`config.mk`:
```
export PLATFORM = sky130hd
export DESIGN_NAME = shared_line_arbiter_flat
export DESIGN_NICKNAME = d
export VERILOG_FILES = /design/src/rtl/shared_line_arbiter_if.sv /design/src/rtl/shared_line_arbiter.sv /design/src/flat_wrapper.sv
export SDC_FILE = /design/constraint.sdc
export NUM_CORES = 1
export LEC_CHECK = 0
export ABC_CLOCK_PERIOD_IN_PS = 3200
export BUFFER_PORTS_ARGS = -buffer_cell sky130_fd_sc_hd__buf_2
export CAP_MARGIN = 20
export CORE_ASPECT_RATIO = 0.9
export CORE_MARGIN = 4
export CORE_UTILIZATION = 40
export CTS_CLUSTER_SIZE = 14
export DETAILED_ROUTE_END_ITERATION = 8
export GPL_TIMING_DRIVEN = 0
export PLACE_DENSITY = 0.55
export SETUP_SLACK_MARGIN = 0.4
export SYNTH_ARGS = -nofsm -noshare
export SYNTH_HDL_FRONTEND = slang
export SYNTH_SLANG_ARGS = --single-unit
```
`constraint.sdc`:
```
create_clock -name clk -period 3.2 [get_ports clk]
set_input_delay 0.96 -clock clk [delete_from_list [all_inputs] [get_ports clk]]
set_output_delay 0.96 -clock clk [all_outputs]
set_load 0.02 [all_outputs]
```
`src/rtl/shared_line_arbiter_if.sv`:
```
// Handshake bundle between the shared-line requesters and the arbiter.
// Optional lock signal appears when SHARED_LINE_LOCK_EN is defined.
interface shared_line_arbiter_if #(
    parameter int N_REQ = 4
);
    localparam int IW = (N_REQ > 1) ? $clog2(N_REQ) : 1;

    logic [N_REQ-1:0] req;
    logic [N_REQ-1:0] grant;
    logic [IW-1:0]    owner_id;
    logic             bus_busy;
    logic             timeout;
`ifdef SHARED_LINE_LOCK_EN
    logic             lock;
`endif

    modport master (
        output req,
`ifdef SHARED_LINE_LOCK_EN
        output lock,
`endif
        input  grant,
        input  owner_id,
        input  bus_busy,
        input  timeout
    );

    modport slave (
        input  req,
`ifdef SHARED_LINE_LOCK_EN
        input  lock,
`endif
        output grant,
        output owner_id,
        output bus_busy,
        output timeout
    );
endinterface

```
`src/rtl/shared_line_arbiter.sv`:
```
// Round-robin owner arbiter for one shared tristate line, with turnaround
// gaps and a hold limit. SHARED_LINE_LOCK_EN adds a lock that defers the limit.
module shared_line_arbiter #(
    parameter int N_REQ    = 4,
    parameter int TURN_CYC = 1,
    parameter int MAX_HOLD = 16
) (
    input  logic                 clk,
    input  logic                 rst_n,
    shared_line_arbiter_if.slave bus
);
    localparam int IW = (N_REQ > 1) ? $clog2(N_REQ) : 1;
    localparam logic [7:0] MAX_H  = 8'(MAX_HOLD);
    localparam logic [2:0] TURN_C = 3'(TURN_CYC);

    typedef enum logic [1:0] {IDLE, OWN, TURN} state_e;

    state_e           state_q, state_d;
    logic [IW-1:0]    rr_ptr_q, rr_ptr_d;
    logic [7:0]       hold_q, hold_d;
    logic [2:0]       turn_q, turn_d;
    logic [N_REQ-1:0] grant_q, grant_d;
    logic [IW-1:0]    owner_q, owner_d;
    logic             busy_q, busy_d;
    logic             tmo_q, tmo_d;

    logic             found;
    logic [IW-1:0]    win;
    logic [IW:0]      sum;
    logic [IW-1:0]    nxt_ptr;
    logic             lock_act;
    logic             own_req;
    logic             at_limit;

`ifdef SHARED_LINE_LOCK_EN
    assign lock_act = bus.lock;
`else
    assign lock_act = 1'b0;
`endif

    // First set request at or after rr_ptr, wrapping modulo N_REQ.
    always_comb begin
        found = 1'b0;
        win   = '0;
        sum   = '0;
        for (int i = 0; i < N_REQ; i++) begin
            sum = {1'b0, rr_ptr_q} + (IW+1)'(i);
            if (sum >= (IW+1)'(N_REQ)) begin
                sum = sum - (IW+1)'(N_REQ);
            end
            if (!found && bus.req[sum[IW-1:0]]) begin
                found = 1'b1;
                win   = sum[IW-1:0];
            end
        end
    end

    assign nxt_ptr  = (owner_q == IW'(N_REQ-1)) ? '0 : owner_q + IW'(1);
    assign own_req  = bus.req[owner_q];
    assign at_limit = (hold_q == MAX_H);

    always_comb begin
        state_d  = state_q;
        rr_ptr_d = rr_ptr_q;
        hold_d   = hold_q;
        turn_d   = turn_q;
        grant_d  = grant_q;
        owner_d  = owner_q;
        busy_d   = busy_q;
        tmo_d    = 1'b0;
        unique case (state_q)
            IDLE, TURN: begin
                if (state_q == TURN && turn_q < TURN_C) begin
                    turn_d = turn_q + 3'd1;
                end else if (found) begin
                    grant_d = N_REQ'(1) << win;
                    owner_d = win;
                    busy_d  = 1'b1;
                    hold_d  = 8'd1;
                    state_d = OWN;
                end else begin
                    state_d = IDLE;
                end
            end
            OWN: begin
                if (!own_req || (at_limit && !lock_act)) begin
                    grant_d  = '0;
                    busy_d   = 1'b0;
                    rr_ptr_d = nxt_ptr;
                    turn_d   = 3'd1;
                    tmo_d    = own_req;
                    state_d  = TURN;
                end else if (!at_limit) begin
                    hold_d = hold_q + 8'd1;
                end
            end
            default: state_d = IDLE;
        endcase
    end

    always_ff @(posedge clk) begin
        if (!rst_n) begin
            state_q  <= IDLE;
            rr_ptr_q <= '0;
            hold_q   <= '0;
            turn_q   <= '0;
            grant_q  <= '0;
            owner_q  <= '0;
            busy_q   <= 1'b0;
            tmo_q    <= 1'b0;
        end else begin
            state_q  <= state_d;
            rr_ptr_q <= rr_ptr_d;
            hold_q   <= hold_d;
            turn_q   <= turn_d;
            grant_q  <= grant_d;
            owner_q  <= owner_d;
            busy_q   <= busy_d;
            tmo_q    <= tmo_d;
        end
    end

    assign bus.grant    = grant_q;
    assign bus.owner_id = owner_q;
    assign bus.bus_busy = busy_q;
    assign bus.timeout  = tmo_q;
endmodule

```
`src/flat_wrapper.sv`:
```
// flat-port wrapper written by rule: the top's interface ports become plain ports
module shared_line_arbiter_flat 
#(
    parameter int N_REQ    = 4,
    parameter int TURN_CYC = 1,
    parameter int MAX_HOLD = 16
)
  (clk, rst_n, bus_req, bus_grant, bus_owner_id, bus_bus_busy, bus_timeout);
  shared_line_arbiter_if #(.N_REQ(N_REQ)) bus_i ();
  input  logic clk;
  input  logic rst_n;
  input wire logic [$bits(bus_i.req)-1:0] bus_req;
  output wire logic [$bits(bus_i.grant)-1:0] bus_grant;
  output wire logic [$bits(bus_i.owner_id)-1:0] bus_owner_id;
  output wire logic [$bits(bus_i.bus_busy)-1:0] bus_bus_busy;
  output wire logic [$bits(bus_i.timeout)-1:0] bus_timeout;
  assign bus_i.req = bus_req;
  assign bus_grant = bus_i.grant;
  assign bus_owner_id = bus_i.owner_id;
  assign bus_bus_busy = bus_i.bus_busy;
  assign bus_timeout = bus_i.timeout;
  shared_line_arbiter #(.N_REQ(N_REQ), .TURN_CYC(TURN_CYC), .MAX_HOLD(MAX_HOLD)) u_core (.clk(clk), .rst_n(rst_n), .bus(bus_i));
endmodule
```
# Word-level counts from Yosys, hierarchy flattened

Index checks and enable logic that the tools add are counted.

$add $sub $neg: 10
$mul: 0
Div/mod/pow operators: 0
Magnitude comparators: 10
Equality and inequality tests: 10
Shift-type cells: 1
Muxes and demuxes: 43
Bitwise logic cells: 1
Reductions and logical operators: 19

Operator list:

| cell                  | count |
|---|---|
| $mux W8               | 4 |
| $mux W2               | 11 |
| $pmux W8 S2           | 1 |
| $lt A2 B3 Y1 const B  | 5 |
| $mux W1               | 13 |
| $mux W4               | 3 |
| $bmux W1 S2           | 5 |
| $ge A3 B3 Y1 const B  | 3 |
| $reduce_and A3 Y1     | 3 |
| $add A8 B1 Y8 const B | 1 |
| $eq A8 B5 Y1 const B  | 1 |
| $pmux W4 S2           | 1 |
| $sub A2 B1 Y2 const B | 4 |
| $add A2 B2 Y3 const B | 2 |
| $mux W3               | 2 |
| $ne A2 B1 Y1 const B  | 3 |
| $ne A2 B2 Y1 const B  | 3 |
| $pmux W3 S2           | 1 |
| $reduce_and A5 Y1     | 1 |
| $eq A2 B2 Y1 const B  | 2 |
| $logic_and A1 B1 Y1   | 4 |
| $logic_not A1 Y1      | 4 |
| $pmux W2 S2           | 1 |
| $reduce_and A2 Y1     | 2 |
| other kinds (14)      | 14 |

Register bits: 23
Bits in latches: 0
Bits in writable memories: 0
Bits in read-only memories: 0
Bits of input ports: 6
Output and inout port bits: 8
Logic and storage cells: 102
Memories kept: 0

# Longest topological paths before layout

Gate-level depths: netlist of the first run.

Depth after elaboration: 18
Mapped depth: 8

# Worst setup path after synthesis of the first run

Ideal clock, no wire load.

Kind: input to register
From: input bus_req[3]
To: register u_core.rr_ptr_q[1]
Setup time: 116 ps
Arrival: 2,049 ps
Required time: 3,084 ps
Path slack: 1,035 ps
Cell stages on the path: 6
Buffers on the path: 1
Cell sequence: mux4_2 -> o21ai_1 -> and2_1 -> buf_4 -> mux2i_1 -> nor2b_1

Longest elaborated chain between the ends: 5

RTL lines:

| what                               | line                       | text |
|---|---|---|
| start: declaration                 | flat_wrapper.sv:12         | `input wire logic [$bits(bus_i.req)-1:0] bus_req;` |
| $bmux W1 S2                        | shared_line_arbiter.sv:59  | `assign own_req = bus.req[owner_q];` |
| $mux W1 (not written as such)      | shared_line_arbiter.sv:59  |  |
| $logic_not A1 Y1                   | shared_line_arbiter.sv:86  | `if (!own_req \|\| (at_limit && !lock_act)) begin` |
| $logic_or A1 B1 Y1                 | shared_line_arbiter.sv:86  |  |
| $reduce_and A2 Y1 (no source line) | n/a                        |  |
| end signal: assignment             | shared_line_arbiter.sv:113 | `rr_ptr_q <= rr_ptr_d;` |
| end: declaration                   | shared_line_arbiter.sv:19  | `logic [IW-1:0] rr_ptr_q, rr_ptr_d;` |

Every way passes these cells. The select of a mux whose other input is x is not followed.
A chain may end at the register's enable or synchronous reset.

# Final worst setup path of the first run

From: input bus_req[0]
To: register u_core.hold_q[2]

Longest elaborated chain between the ends: 14

RTL lines:

| what                                   | line                       | text |
|---|---|---|
| $bmux W1 S2                            | shared_line_arbiter.sv:51  | `if (!found && bus.req[sum[IW-1:0]]) begin` |
| $mux W1 (not written as such)          | shared_line_arbiter.sv:51  |  |
| $mux W1                                | shared_line_arbiter.sv:51  |  |
| $logic_not A1 Y1                       | shared_line_arbiter.sv:51  |  |
| $logic_and A1 B1 Y1                    | shared_line_arbiter.sv:51  |  |
| $mux W1                                | shared_line_arbiter.sv:51  |  |
| $logic_not A1 Y1                       | shared_line_arbiter.sv:51  |  |
| $logic_and A1 B1 Y1                    | shared_line_arbiter.sv:51  |  |
| $mux W1                                | shared_line_arbiter.sv:51  |  |
| $logic_not A1 Y1                       | shared_line_arbiter.sv:51  |  |
| $logic_and A1 B1 Y1                    | shared_line_arbiter.sv:51  |  |
| $mux W1                                | shared_line_arbiter.sv:51  |  |
| $ne A2 B1 Y1 (no source line)          | n/a                        |  |
| $reduce_and A5 Y1 (no source line) (*) | n/a                        |  |
| end signal: assignment                 | shared_line_arbiter.sv:114 | `hold_q <= hold_d;` |
| end: declaration                       | shared_line_arbiter.sv:20  | `logic [7:0] hold_q, hold_d;` |

Every way passes the cells marked *; elsewhere a longest branch is shown, timed or not. The select of a mux whose other input is x is not followed.

==> results.py, run 1 <==
metrics = {
    "status": {
        "outcome": "finished clean",
    },
    "grt": {
        "track_usage": 0.1431,
        "grt_use_met3": 0.03759,
        "grt_pass1_wl_um": 4222,
        "antenna_found_initial": 0,
        "overflow": 0,
        "grt_max_degree": 13,
        "grt-busiest-layer": "met2",
        "first_global_vias": 916,
        "met1_usage": 0.1953,
        "grt_use_met2": 0.2222,
    },
    "clocking": {
        "cts_root_buf": "clkbuf_4",
        "tritoncts": "built",
        "clkLatencyLatePin_ps": 310,
        "ctsResizeCount": 0,
        "post_cts_buffers": 0,
        "clkTransAtPathRegs_ps": 130,
        "htreeDepth": 1,
        "numClockSinks": 23,
        "cts_hold_buf": 0,
        "numCtsBuffers": 3,
        "clk_path_buf_depth": 2,
    },
    "floorplan": {
        "die_w_um": 65.43,
        "coreArea_mm2": 0.002793,
        "num_io_pins": 14,
        "num_rows": 18,
        "die-area_mm2": 0.003905,
        "dieHeight_um": 59.69,
        "initial_core_util": 0.4252,
    },
    "timing": {
        "relSlewSlack": 0.6790,
        "fin_skew_ps": 3.207,
        "rsz0062_at_grt": "no",
        "setup_viol": 0,
        "hold_viol": 0,
        "period_share": 0.6709,
        "fmax_mhz": 465.8,
        "slew_violations": 0,
        "setup_tns_ps": 0,
        "min_period_ps": 2147,
        "tightestPinTransition_ps": 474.8,
    },
    "finish": {
        "nets": 151,
        "mostFrequentLayoutCells": "dfxtp_1 (23), buf_2 (14), nor2_1 (9)",
        "final_common_cell": "dfxtp_1",
        "post-route-util": 0.4758,
        "register_area_um2": 460.4,
        "fill_cells": 310,
        "area_delta_synth_final_pct": 11.91,
        "insertedDiodeCount": 0,
        "final_layout_size_suffix_gt1_frac": 0.2357,
        "multi_input_area_um2": 675.6,
    },
    "synthesis": {
        "synth.area.mux_share": 0.03583,
        "synth-compound-area-share": 0.2255,
        "syn-num-nets": 133,
        "dominantRegCellSynth": "dfxtp_1",
        "synthSimpleGateAreaFrac": 0.2213,
        "synthAdderAreaFrac": 0.04215,
        "ys.warnings.count": 0,
        "yosys_register_bits": 23,
        "synth_area_per_cell_um2": 9.654,
        "synth_top_family_by_area": "compound AO/OA/AOI/OAI gates",
        "syn_area_mm2": 0.001187,
        "synth_xor_xnor_area_share": 0.04426,
        "synth_edf_count": 0,
        "yosysSeqAreaShare": 0.3878,
        "ys_types": 47,
        "syn_inst": 123,
        "async_flop_share": 0,
    },
    "worst_setup_path": {
        "cp_cell_sequence": "buf_2, nor4_1, or3_4, buf_2, nand2_1, nor2_1",
        "start_kind": "input port",
        "crit_family": "simple AND/OR/NAND/NOR gates",
        "crit_fanout": 10,
        "rrSetupSlack_ps": 1170,
        "cp_common_cell": "buf_2",
        "cp.depth": 6,
        "worst_setup_path_end_kind": "register",
        "timing.rr.start": "u_core.hold_q[0]",
        "cp-endpoint": "u_core.hold_q[2]",
        "crit_slowest_cell": "nor4_1",
        "worst_ep_arrival_time_ps": 2400,
        "reg2reg_depth": 8,
        "crit_type": "input port to register",
        "timing.rr.end": "u_core.hold_q[7]",
        "required_ps": 3450,
        "cp-startpoint": "bus_req[0]",
        "path_buf_inv": 2,
        "max_stage_delay_ps": 450,
    },
    "route": {
        "final_antenna_net_count": 0,
        "firstDrtPassIters": 4,
        "post_drt_wl_per_cell_um": 13.10,
        "drc": 0,
        "drt-total-wl_um": 2358,
        "drt_iter0_markers": 39,
        "drt-vias-per-instance": 5.033,
        "vias": 906,
    },
    "power": {
        "power-per-cell-area_mw_per_mm2": 465.0,
        "irDropWorstVdd_mv": 0.3336,
        "p_leak_uw": 0.0004972,
    },
    "min_path": {
        "worstHoldStart": "u_core.bus.bus_busy",
        "min_path_type": "register to register",
    },
    "placement": {
        "dp_hpwl_um": 1808,
        "port_buffers": 13,
        "place_congestion": 0.8126,
    },
    "flow_run": {
        "maxCapViolations": 0,
    },
}
==> how the worst min path moves through the flow <==
| stage | slack (ps) | cells past startpoint | endpoint |
|---|---|---|---|
| after global placement | 460 | 2 | u_core.bus.bus_busy |
| after floorplan | 480 | 2 | u_core.hold_q[7] |
| final | 500 | 2 | u_core.bus.bus_busy |
| after global routing | 560 | 2 | u_core.bus.owner_id[1] |
| after CTS | 510 | 2 | u_core.bus.bus_busy |
| after detailed placement | 470 | 2 | u_core.bus.bus_busy |
==> synthesized netlist by cell type (2+ instances only) <==
| cell type | number | area share |
|---|---|---|
| a21boi_0 | 3 | 0.019 |
| a21oi_1 | 7 | 0.030 |
| a21oi_2 | 4 | 0.030 |
| a22oi_1 | 2 | 0.013 |
| and2_1 | 4 | 0.021 |
| dfxtp_1 | 23 | 0.39 |
| ha_1 | 4 | 0.042 |
| inv_1 | 5 | 0.016 |
| mux2i_1 | 2 | 0.017 |
| nand2_1 | 7 | 0.022 |
| nand2b_1 | 2 | 0.011 |
| nand3_1 | 5 | 0.021 |
| nor2_1 | 9 | 0.028 |
| nor2b_1 | 6 | 0.032 |
| o21a_1 | 2 | 0.013 |
| o2bb2ai_1 | 2 | 0.015 |
| xnor2_1 | 6 | 0.044 |
==> per-layer routing <==
layer / up-vias / wire, µm
met1: 421 / 1252
li1: 471 / -
met4: 0 / 14
met3: 2 / 89
met5: - / 0
met2: 12 / 1002
==> cells by family after synthesis <==
kind of cell	Yosys count
fa+ha+maj	4
simple gates	45
buf+inv	10
flops	23
mux	3
xor+xnor	6
compound gates	32
==> state kept, by name, indices dropped and copies added, names as in the netlist <==
| signal | flops |
|---|---|
| u_core.bus.owner_id | 2 |
| u_core.rr_ptr_q | 2 |
| u_core.hold_q | 8 |
| u_core.state_q | 2 |
| u_core.bus.timeout | 1 |
| u_core.bus.bus_busy | 1 |
| u_core.bus.grant | 4 |
| u_core.turn_q | 3 |
==> power breakdown <==
part	internal, µW	total [µW]	switching [µW]
logic	64.4	164	99.1
registers	306	320	13.7
clock network	48.6	134	85.8
total	419	618	199
==> through the flow <==
step / setup slack [ps] / std cells / instance area [µm²] / total power (µW) / hold WS (ps)
6_report: 1053 / 180 / 1329 / 617.8 / 497.9
5_1_grt: 902.8 / 180 / 1329 / 664.5 / 558.5
4_1_cts: 1069 / 180 / 1329 / 630.0 / 505.5
3_5_place_dp: 715.5 / 176 / 1303 / 491.8 / 474.1
3_3_place_gp: 744.7 / 176 / 1303 / 488.0 / 463.1
2_1_floorplan: 1035 / 123 / 1187 / 448.3 / 476.8
==> cell type report <==
cell class / instances / area share
multi-input combinational: 90 / 0.5085
sequential: 23 / 0.3465
timing repair buffer: 13 / 0.04896
tap: 40 / 0.03766
buffer: 5 / 0.02448
clock buffer: 4 / 0.01977
inverter: 5 / 0.01412
==> worst reg2reg max path, cell delays in order, from the launching register on <==
cell,delay [ps]
dfxtp_1,360
inv_1,160
ha_1,170
or4b_4,480
o211ai_4,270
buf_6,200
a21oi_2,80
xnor2_1,170
nor2_1,50
No activity file was read; power rests on OpenSTA's default activity.
==> inputs of run 2 (changes only) <==
- ABC_CLOCK_PERIOD_IN_PS: 3200 -> 2200
- clock period: 3.2 -> 2.2 ns (I/O delays scaled with it)
==> run 2 against run 1 <==
Net effect: highest routed layer unchanged; critical path type is now register to register; clock skew decreased by 1.8 ps; clock power increased by 49%; worst hold slack improved by 6.2 ps; sequential share of layout area decreased by 3.2 points; die area unchanged; total power increased by 57%; flip-flop and latch count unchanged.
==> results.py, run 2 (same netlist as run 1, synthesis figures left out) <==
metrics = {
    "floorplan": {
        "initial_core_util": 0.4252,
        "num_rows": 18,
        "coreArea_mm2": 0.002793,
        "num_io_pins": 14,
        "die_w_um": 65.43,
        "dieHeight_um": 59.69,
        "die-area_mm2": 0.003905,
    },
    "route": {
        "final_antenna_net_count": 0,
        "post_drt_wl_per_cell_um": 13.18,
        "drt_iter0_markers": 21,
        "drt-total-wl_um": 2477,
        "drt-vias-per-instance": 5.090,
        "vias": 957,
        "drc": 0,
        "firstDrtPassIters": 4,
    },
    "timing": {
        "setup_tns_ps": 0,
        "tightestPinTransition_ps": 618.8,
        "fmax_mhz": 553.0,
        "period_share": 0.8220,
        "hold_viol": 0,
        "slew_violations": 0,
        "relSlewSlack": 0.5843,
        "setup_viol": 0,
        "fin_skew_ps": 1.428,
        "setup_slack_ps": 391.7,
        "rsz0062_at_grt": "yes",
        "min_period_ps": 1808,
    },
    "finish": {
        "largest_reg_flops": 8,
        "mostFrequentLayoutCells": "dfxtp_1 (21), buf_2 (14), nor2_1 (9)",
        "final_layout_size_suffix_gt1_frac": 0.3784,
        "post-route-util": 0.5305,
        "design_area_mm2": 0.001481,
        "insertedDiodeCount": 0,
        "final_common_cell": "dfxtp_1",
        "top_register": "u_core.hold_q",
        "area_delta_synth_final_pct": 24.76,
        "nets": 159,
        "fill_cells": 281,
    },
    "power": {
        "p_leak_uw": 0.0005601,
        "power-per-cell-area_mw_per_mm2": 656.0,
        "irDropWorstVdd_mv": 0.4717,
    },
    "clocking": {
        "numCtsBuffers": 3,
        "cts_root_buf": "clkbuf_4",
        "tritoncts": "built",
        "clkTransAtPathRegs_ps": 120,
        "numClockSinks": 23,
        "htreeDepth": 1,
        "clkLatencyLatePin_ps": 320,
        "clk_path_buf_depth": 2,
    },
    "min_path": {
        "worstHoldStart": "u_core.bus.bus_busy",
        "min_path_type": "register to register",
    },
    "grt": {
        "grt_pass1_wl_um": 4326,
        "antenna_found_initial": 0,
        "overflow": 0,
        "track_usage": 0.1505,
        "grt_max_degree": 14,
        "first_global_vias": 918,
    },
    "worst_setup_path": {
        "required_ps": 2430,
        "timing.rr.start": "u_core.hold_q[1]",
        "max_stage_delay_ps": 480,
        "path_buf_inv": 2,
        "crit_slowest_cell": "or4b_4",
        "cp_cell_sequence": "inv_4, ha_4, or4b_4, o211ai_4, buf_6, o21ai_4, o2bb2ai_1, and2_1",
        "worst_setup_path_end_kind": "register",
        "worst_ep_arrival_time_ps": 2040,
        "crit_type": "register to register",
        "cp-startpoint": "u_core.hold_q[1]",
        "start_kind": "register",
        "crit_fanout": 4,
        "crit_family": "simple AND/OR/NAND/NOR gates",
    },
    "flow_run": {
        "maxCapViolations": 0,
    },
    "placement": {
        "place_congestion": 0.7905,
        "dp_hpwl_um": 1724,
        "dp_slack_ps": 83.76,
        "port_buffers": 13,
        "place_area_mm2": 0.001306,
    },
    "status": {
        "outcome": "finished clean",
    },
}
==> run 2: changes by cell type in the layout (fill, tap and decap cells not counted), moves of 2 or more <==
cell	change
inv_1	-2
nand3_2	+2
dfxtp_1	-2
nand3_1	-2
buf_6	+4
a21boi_0	-2
buf_4	+4
inv_4	+2
==> run 2: layout make-up <==
class                      instances  area (µm²)  share of cell area
multi-input combinational         90       742.0              0.5008
clock inverter                     1       5.005            0.003378
sequential                        23       465.4              0.3142
inverter                           5       23.77             0.01605
buffer                             5       36.28             0.02449
clock buffer                       3       22.52             0.01520
tap                               40       50.05             0.03378
timing repair buffer              21       136.4             0.09206
==> run 2: path summary, 6_finish.rpt <==
check                             end  slack, ps  cells after the start
setup / recovery  u_core.bus.grant[2]        390                      8
hold / removal    u_core.bus.bus_busy        500                      2
setup reg to reg  u_core.bus.grant[2]        390                      8
hold reg to reg   u_core.bus.bus_busy        500                      2
==> run 2: report_power, final <==
part	internal (µW)	leakage, µW	switching (µW)
Clock	68.3	0.0000177	131
Combinational	136	0.000354	167
Sequential	446	0.000188	22.7
Total	650	0.000560	321
==> run 2: timing repair <==
| action | 4_1_cts | 5_1_grt |
|---|---|---|
| pin swaps | 3 | 8 |
| setup endpoints to repair | 18 | 17 |
| gates cloned | 0 | 0 |
| hold buffers | 0 | 0 |
| setup buffers | 8 | 0 |
| gates resized for setup | 16 | 10 |
==> run 2: layer usage <==
metal	track usage	vias up	wire length, µm
li1	-	489	-
met1	0.1829	439	1094
met2	0.2352	25	1151
met3	0.05263	4	172
met4	0.07988	0	59
met5	0	-	0
==> run 2: tightest hold or removal path, cell delays in order, from the launching register on <==
cell and delay (ps):
dfxtp_1 350, nand2b_4 60, a21boi_1 50
==> run 2: per-stage QoR <==
step	power, µW	hold slack [ps]	cells
after CTS	957.4	504.9	188
final	971.8	504.1	188
after floorplan	654.7	476.8	123
after detailed placement	715.4	472.5	176
after global placement	711.7	466.2	176
after global routing	1033	535.2	188
